`config.mk`:
```
export PLATFORM = sky130hd
export DESIGN_NAME = pid_mc
export DESIGN_NICKNAME = d
export VERILOG_FILES = /design/src/rtl/pid_mc.sv
export SDC_FILE = /design/constraint.sdc
export NUM_CORES = 2
export LEC_CHECK = 0
export BUFFER_PORTS_ARGS = -buffer_cell sky130_fd_sc_hd__buf_2
export CORE_MARGIN = 3
export CORE_UTILIZATION = 32
export DETAILED_ROUTE_END_ITERATION = 12
export GPL_TIMING_DRIVEN = 0
export PLACE_DENSITY = 0.55
export SYNTH_ARGS = -nofsm -noshare
export SYNTH_HDL_FRONTEND = slang
export SYNTH_SLANG_ARGS = --single-unit
```
`constraint.sdc`:
```
create_clock -name clk -period 41.8 [get_ports clk]
set_input_delay 2.09 -clock clk [delete_from_list [all_inputs] [get_ports clk]]
set_output_delay 2.09 -clock clk [all_outputs]
set_load 0.01 [all_outputs]
```
`src/rtl/pid_mc.sv`:
```
// Time-multiplexed multi-channel PID controller: one shared MAC datapath,
// per-channel gain/integrator/previous-error banks, 4-cycle sample pipeline.
module pid_mc #(
    parameter int W       = 16,
    parameter int NUM_CH  = 4,
    parameter int FRAC    = 8,
    parameter int MAX_VAL = 32767,
    parameter int MIN_VAL = -32768,
    localparam int CW     = (NUM_CH > 1) ? $clog2(NUM_CH) : 1
) (
    input  logic                clk,
    input  logic                reset,
    input  logic                sample_valid,
    output logic                sample_ready,
    input  logic [CW-1:0]       sample_ch,
    input  logic signed [W-1:0] setpoint,
    input  logic signed [W-1:0] sensor_measurement,
    input  logic                int_hold,
    input  logic                clr_valid,
    input  logic [CW-1:0]       clr_ch,
    input  logic                cfg_we,
    input  logic [CW-1:0]       cfg_ch,
    input  logic [1:0]          cfg_sel,
    input  logic signed [W-1:0] cfg_data,
    output logic                out_valid,
    output logic [CW-1:0]       out_ch,
    output logic signed [W-1:0] y_out,
    output logic                sat
);
    localparam int AW = 2*W + 4;
    localparam logic signed [AW-1:0] Y_MAX = AW'(MAX_VAL);
    localparam logic signed [AW-1:0] Y_MIN = AW'(MIN_VAL);
    localparam logic signed [AW-1:0] I_MAX = Y_MAX <<< FRAC;
    localparam logic signed [AW-1:0] I_MIN = Y_MIN <<< FRAC;
    localparam logic [CW:0]          NCH   = (CW+1)'(NUM_CH);

    typedef enum logic [1:0] {IDLE, ERR, MUL, OUT} state_t;
    state_t state, state_nx;

    logic signed [W-1:0]  kp_bank [NUM_CH];
    logic signed [W-1:0]  ki_bank [NUM_CH];
    logic signed [W-1:0]  kd_bank [NUM_CH];
    logic signed [AW-1:0] i_bank  [NUM_CH];
    logic signed [W:0]    ep_bank [NUM_CH];

    logic [CW-1:0]        ch_r, ci, s_idx;
    logic                 ok_r, hold_r, s_ok, accept, wr_ok, clr_ok;
    logic signed [W-1:0]  sp_r, pv_r, kp_r, ki_r, kd_r;
    logic signed [W:0]    e_c, e_r;
    logic signed [W+1:0]  de_r;
    logic signed [AW-1:0] p_r, d_r, i_r, i_sum, i_clamp, sum_c, s_c;
    logic signed [W-1:0]  y_c;
    logic                 sat_c;

    assign sample_ready = (state == IDLE) && !reset;
    assign accept       = sample_valid && sample_ready;
    assign s_ok         = {1'b0, sample_ch} < NCH;
    assign s_idx        = s_ok ? sample_ch : '0;
    assign ci           = ok_r ? ch_r : '0;
    assign wr_ok        = cfg_we && (cfg_sel != 2'd3) && ({1'b0, cfg_ch} < NCH);
    assign clr_ok       = clr_valid && ({1'b0, clr_ch} < NCH);

    always_ff @(posedge clk or posedge reset) begin
        if (reset) state <= IDLE;
        else       state <= state_nx;
    end

    always_comb begin
        state_nx = state;
        case (state)
            IDLE:    if (sample_valid) state_nx = ERR;
            ERR:     state_nx = MUL;
            MUL:     state_nx = OUT;
            OUT:     state_nx = IDLE;
            default: state_nx = IDLE;
        endcase
    end

    always_comb begin
        e_c   = (W+1)'(sp_r) - (W+1)'(pv_r);
        i_sum = i_bank[ci] + AW'(ki_r) * AW'(e_r);
        if (i_sum > I_MAX)      i_clamp = I_MAX;
        else if (i_sum < I_MIN) i_clamp = I_MIN;
        else                    i_clamp = i_sum;
        sum_c = p_r + i_r + d_r;
        s_c   = sum_c >>> FRAC;
        sat_c = 1'b1;
        if (s_c > Y_MAX)      y_c = W'(MAX_VAL);
        else if (s_c < Y_MIN) y_c = W'(MIN_VAL);
        else begin
            y_c   = s_c[W-1:0];
            sat_c = 1'b0;
        end
    end

    // Gains are snapshotted at accept so later cfg writes cannot disturb an in-flight sample.
    always_ff @(posedge clk or posedge reset) begin
        if (reset) begin
            ch_r <= '0; ok_r <= 1'b0; hold_r <= 1'b0;
            sp_r <= '0; pv_r <= '0; kp_r <= '0; ki_r <= '0; kd_r <= '0;
            e_r  <= '0; de_r <= '0; p_r <= '0; d_r <= '0; i_r <= '0;
        end else begin
            if (accept) begin
                ch_r   <= sample_ch;
                ok_r   <= s_ok;
                hold_r <= int_hold;
                sp_r   <= setpoint;
                pv_r   <= sensor_measurement;
                kp_r   <= kp_bank[s_idx];
                ki_r   <= ki_bank[s_idx];
                kd_r   <= kd_bank[s_idx];
            end
            if (state == ERR) begin
                e_r  <= e_c;
                de_r <= (W+2)'(e_c) - (W+2)'(ep_bank[ci]);
            end
            if (state == MUL) begin
                p_r <= AW'(kp_r) * AW'(e_r);
                d_r <= AW'(kd_r) * AW'(de_r);
                i_r <= hold_r ? i_bank[ci] : i_clamp;
            end
        end
    end

    always_ff @(posedge clk or posedge reset) begin
        if (reset) begin
            out_valid <= 1'b0;
            out_ch    <= '0;
            y_out     <= '0;
            sat       <= 1'b0;
        end else begin
            out_valid <= (state == OUT) && ok_r;
            if ((state == OUT) && ok_r) begin
                out_ch <= ch_r;
                y_out  <= y_c;
                sat    <= sat_c;
            end
        end
    end

    // Clear is written last so it overrides a same-cycle commit to the same channel.
    always_ff @(posedge clk or posedge reset) begin
        if (reset) begin
            for (int unsigned i = 0; i < NUM_CH; i++) begin
                kp_bank[i] <= '0;
                ki_bank[i] <= '0;
                kd_bank[i] <= '0;
                i_bank[i]  <= '0;
                ep_bank[i] <= '0;
            end
        end else begin
            if (wr_ok) begin
                case (cfg_sel)
                    2'd0:    kp_bank[cfg_ch] <= cfg_data;
                    2'd1:    ki_bank[cfg_ch] <= cfg_data;
                    2'd2:    kd_bank[cfg_ch] <= cfg_data;
                    default: ;
                endcase
            end
            if ((state == OUT) && ok_r) begin
                i_bank[ch_r]  <= i_r;
                ep_bank[ch_r] <= e_r;
            end
            if (clr_ok) begin
                i_bank[clr_ch]  <= '0;
                ep_bank[clr_ch] <= '0;
            end
        end
    end
endmodule

```
==> flow_summary.json <==
{
  "status": "finished, final reports clean",
  "cp-end-kind": "register",
  "cts.sinks": 648,
  "cp.arrival_ns": 11.06,
  "antenna_found_initial": 24,
  "clock_latency_ns": 0.69,
  "grt.overflow.total": 0,
  "ys_seq_area_share_pct": 25.0,
  "cts_tree": "built",
  "synth_edf_count": 0,
  "syn_area_mm2": 0.0648,
  "min_path_type": "register to register",
  "syn_inst": 6604,
  "max_stage_delay_ns": 0.84,
  "dp_hpwl_um": 167000,
  "post_drt_wl_per_cell_um": 21.6,
  "worstSetupPathType": "register to register",
  "drt_pass1_iterations": 7,
  "grt_max_degree": 131,
  "rows": 164,
  "cp-endpoint": "i_r[22]$_DFFE_PP0P_",
  "drc": 0,
  "drive_gt1_share_pct": 9.49,
  "crit_fanout": 10,
  "skew_ns": 0.0265,
  "relSlewSlack_pct": 7.03,
  "path_clk_slew_ns": 0.06,
  "r2r-end": "i_r[22]$_DFFE_PP0P_",
  "place.port_buffers": 80,
  "rr_worst_depth": 31,
  "r2r_setup_slack_ns": 31.34,
  "routed_wl_um": 205000,
  "dieHeight_um": 456,
  "placed_cell_area_mm2": 0.0688,
  "die_x_um": 456,
  "core_mm2": 0.200,
  "worstSetupStartpointType": "register",
  "ys_warn_count": 0,
  "dpl_worst_slack_ns": 31.47,
  "root_buffer": "clkbuf_16",
  "async_flop_share_pct": 100,
  "cts_buffers": 75,
  "track_usage_pct": 19.7,
  "ys_ff_latch": 648,
  "timing.rr.start": "ch_r[1]$_DFFE_PP0P_",
  "post_cts_buffers": 0,
  "maxSlewViolCount": 0,
  "fin_tns_setup_ns": 0,
  "vias_per_cell": 5.01,
  "final.period_utilization_pct": 25.0,
  "vias": 47600,
  "cp.required_ns": 42.40,
  "htree_levels": 3,
  "grt_pass1_vias": 49200,
  "hold_buffers": 0,
  "slowest_stage": "a2111oi_0",
  "place_congestion": 0.941,
  "crit_path_start": "ch_r[1]$_DFFE_PP0P_",
  "nFillCells": 20200,
  "period_needed_ns": 10.46,
  "syn_area_per_cell_um2": 9.81,
  "die_area_mm2": 0.208,
  "synthDistinctLibCells": 84,
  "drv_cap": 0,
  "io_pins": 83,
  "yosys_most_used_dff": "dfrtp_1",
  "antenna_left": 0,
  "seq_area_mm2": 0.0162,
  "syn_to_final_growth_pct": 10.2,
  "hold_violations": 0,
  "grt_pass1_wl_um": 313000,
  "first_iter_violations": 3581,
  "ctsLongestPathBuffers": 3,
  "layout_setup_ws_ns": 31.34,
  "initial_core_util_pct": 32.3,
  "multiInputGateArea_mm2": 0.0434,
  "worstMarginPinSlew_ns": 1.39,
  "cts-resized-gates": 0,
  "max_freq_ghz": 0.0956,
  "final_nets": 8111,
  "synth_nets": 7943,
  "final_area_mm2": 0.0714,
  "setup_viol": 0,
  "rsz0062_at_grt": "false"
}
==> cell families (layout without fill, tap and decap cells) <==
group	after synthesis	count (layout)	synth area share, %
other	0	6	0
xor gates and xnor gates	139	139	1.88
muxes	437	437	8.37
AOI/OAI and AO/OA	814	814	7.82
adders and majority gates	1277	1277	35.4
DFF	648	648	25.0
buffers and inverters	1383	1607	8.03
and+or+nand+nor	1906	1906	13.5
==> worst min-delay path by stage <==
stage	cells after the start	endpoint	startpoint
4_1_cts	1	y_out[15]$_DFFE_PP0P_	y_out[15]$_DFFE_PP0P_
3_3_place_gp	2	out_ch[0]$_DFFE_PP0P_	out_ch[0]$_DFFE_PP0P_
6_report	1	y_out[15]$_DFFE_PP0P_	y_out[15]$_DFFE_PP0P_
2_1_floorplan	1	kp_bank[16]$_DFFE_PP0P_	kp_bank[16]$_DFFE_PP0P_
5_1_grt	1	y_out[15]$_DFFE_PP0P_	y_out[15]$_DFFE_PP0P_
3_5_place_dp	1	y_out[15]$_DFFE_PP0P_	y_out[15]$_DFFE_PP0P_
==> cell usage after synthesis (18+ instances only) <==
| cell | instances | share of area (%) |
|---|---|---|
| ha_1 | 350 | 6.8 |
| nand3_1 | 58 | 0.45 |
| clkbuf_1 | 323 | 1.9 |
| o21bai_1 | 20 | 0.23 |
| xor2_1 | 44 | 0.59 |
| o21ai_0 | 100 | 0.77 |
| nor3_1 | 52 | 0.40 |
| buf_1 | 30 | 0.17 |
| nand2_1 | 1070 | 6.2 |
| mux4_2 | 48 | 1.7 |
| dfrtp_1 | 648 | 25 |
| nor2b_1 | 56 | 0.54 |
| inv_1 | 1022 | 5.9 |
| nor2_1 | 179 | 1.0 |
| xnor2_1 | 95 | 1.3 |
| mux2_2 | 356 | 6.2 |
| a211oi_1 | 72 | 0.83 |
| nand2b_1 | 47 | 0.45 |
| mux2i_1 | 33 | 0.51 |
| o21a_1 | 18 | 0.21 |
| and2_1 | 342 | 3.3 |
| fa_1 | 927 | 29 |
| a31oi_1 | 45 | 0.43 |
| a21o_1 | 50 | 0.58 |
| a21oi_1 | 343 | 2.6 |
==> routing by layer <==
metal  track usage (%)  vias up  wire length [um]
li1                  -    21300                 -
met2              31.3     1457             93300
met1              27.6    24500             92100
met5                 0        -                 0
met3              3.14      279             12300
met4              5.91        0              6940
==> per-stage QoR <==
| step | instances | util [%] | hold WS (ns) |
|---|---|---|---|
| after floorplan | 6604 | - | 0.474 |
| after global placement | 9340 | 34.2 | 0.461 |
| after detailed placement | 9351 | 34.3 | 0.470 |
| after CTS | 9484 | 35.6 | 0.484 |
| after global routing | 9484 | 35.6 | 0.503 |
| final | 9490 | 35.6 | 0.488 |
==> sequential cells by signal (all words and copies together) (netlist names), 17 cells and up <==
name,count
d_r,34
ep_bank,68
de_r,18
i_bank,144
kd_bank,64
ki_bank,64
e_r,17
kp_bank,64
i_r,36
p_r,33
==> critical path: cells and delay by family (launching register included) <==
kind	cells	cell delay, ns
xor+xnor	1	0.12
flops	1	0.35
compound gates	10	2.80
fa+ha+maj	7	3.10
simple gates	5	1.37
buf+inv	8	2.60
==> area by class of cell <==
type | count | share of cell area (%)
plain buffers | 359 | 1.90
clock buffers | 104 | 2.96
diodes | 6 | 0.0210
multi-input cells | 4573 | 60.8
repair buffers | 91 | 0.894
flip-flops and latches | 648 | 22.7
clock inverters | 29 | 0.697
well taps | 2656 | 4.65
inverters | 1024 | 5.39
==> placed cells by master, fill, tap and decap left out, types with 47 or more instances in the layout <==
cell type,count
ha_1,350
mux2_2,356
a211oi_1,72
buf_2,85
o21ai_0,100
a21oi_1,343
xnor2_1,95
nor3_1,51
clkbuf_16,76
dfrtp_1,648
nand2_1,1070
nor2b_1,56
nor2_1,179
clkbuf_1,339
and2_1,342
a21o_1,50
nand3_1,58
nand2b_1,47
fa_1,927
inv_1,1021
mux4_2,48
Power is left out: the tool's default activity adds up to more than one toggle a clock period on the data nets, which glitch-free logic cannot reach.
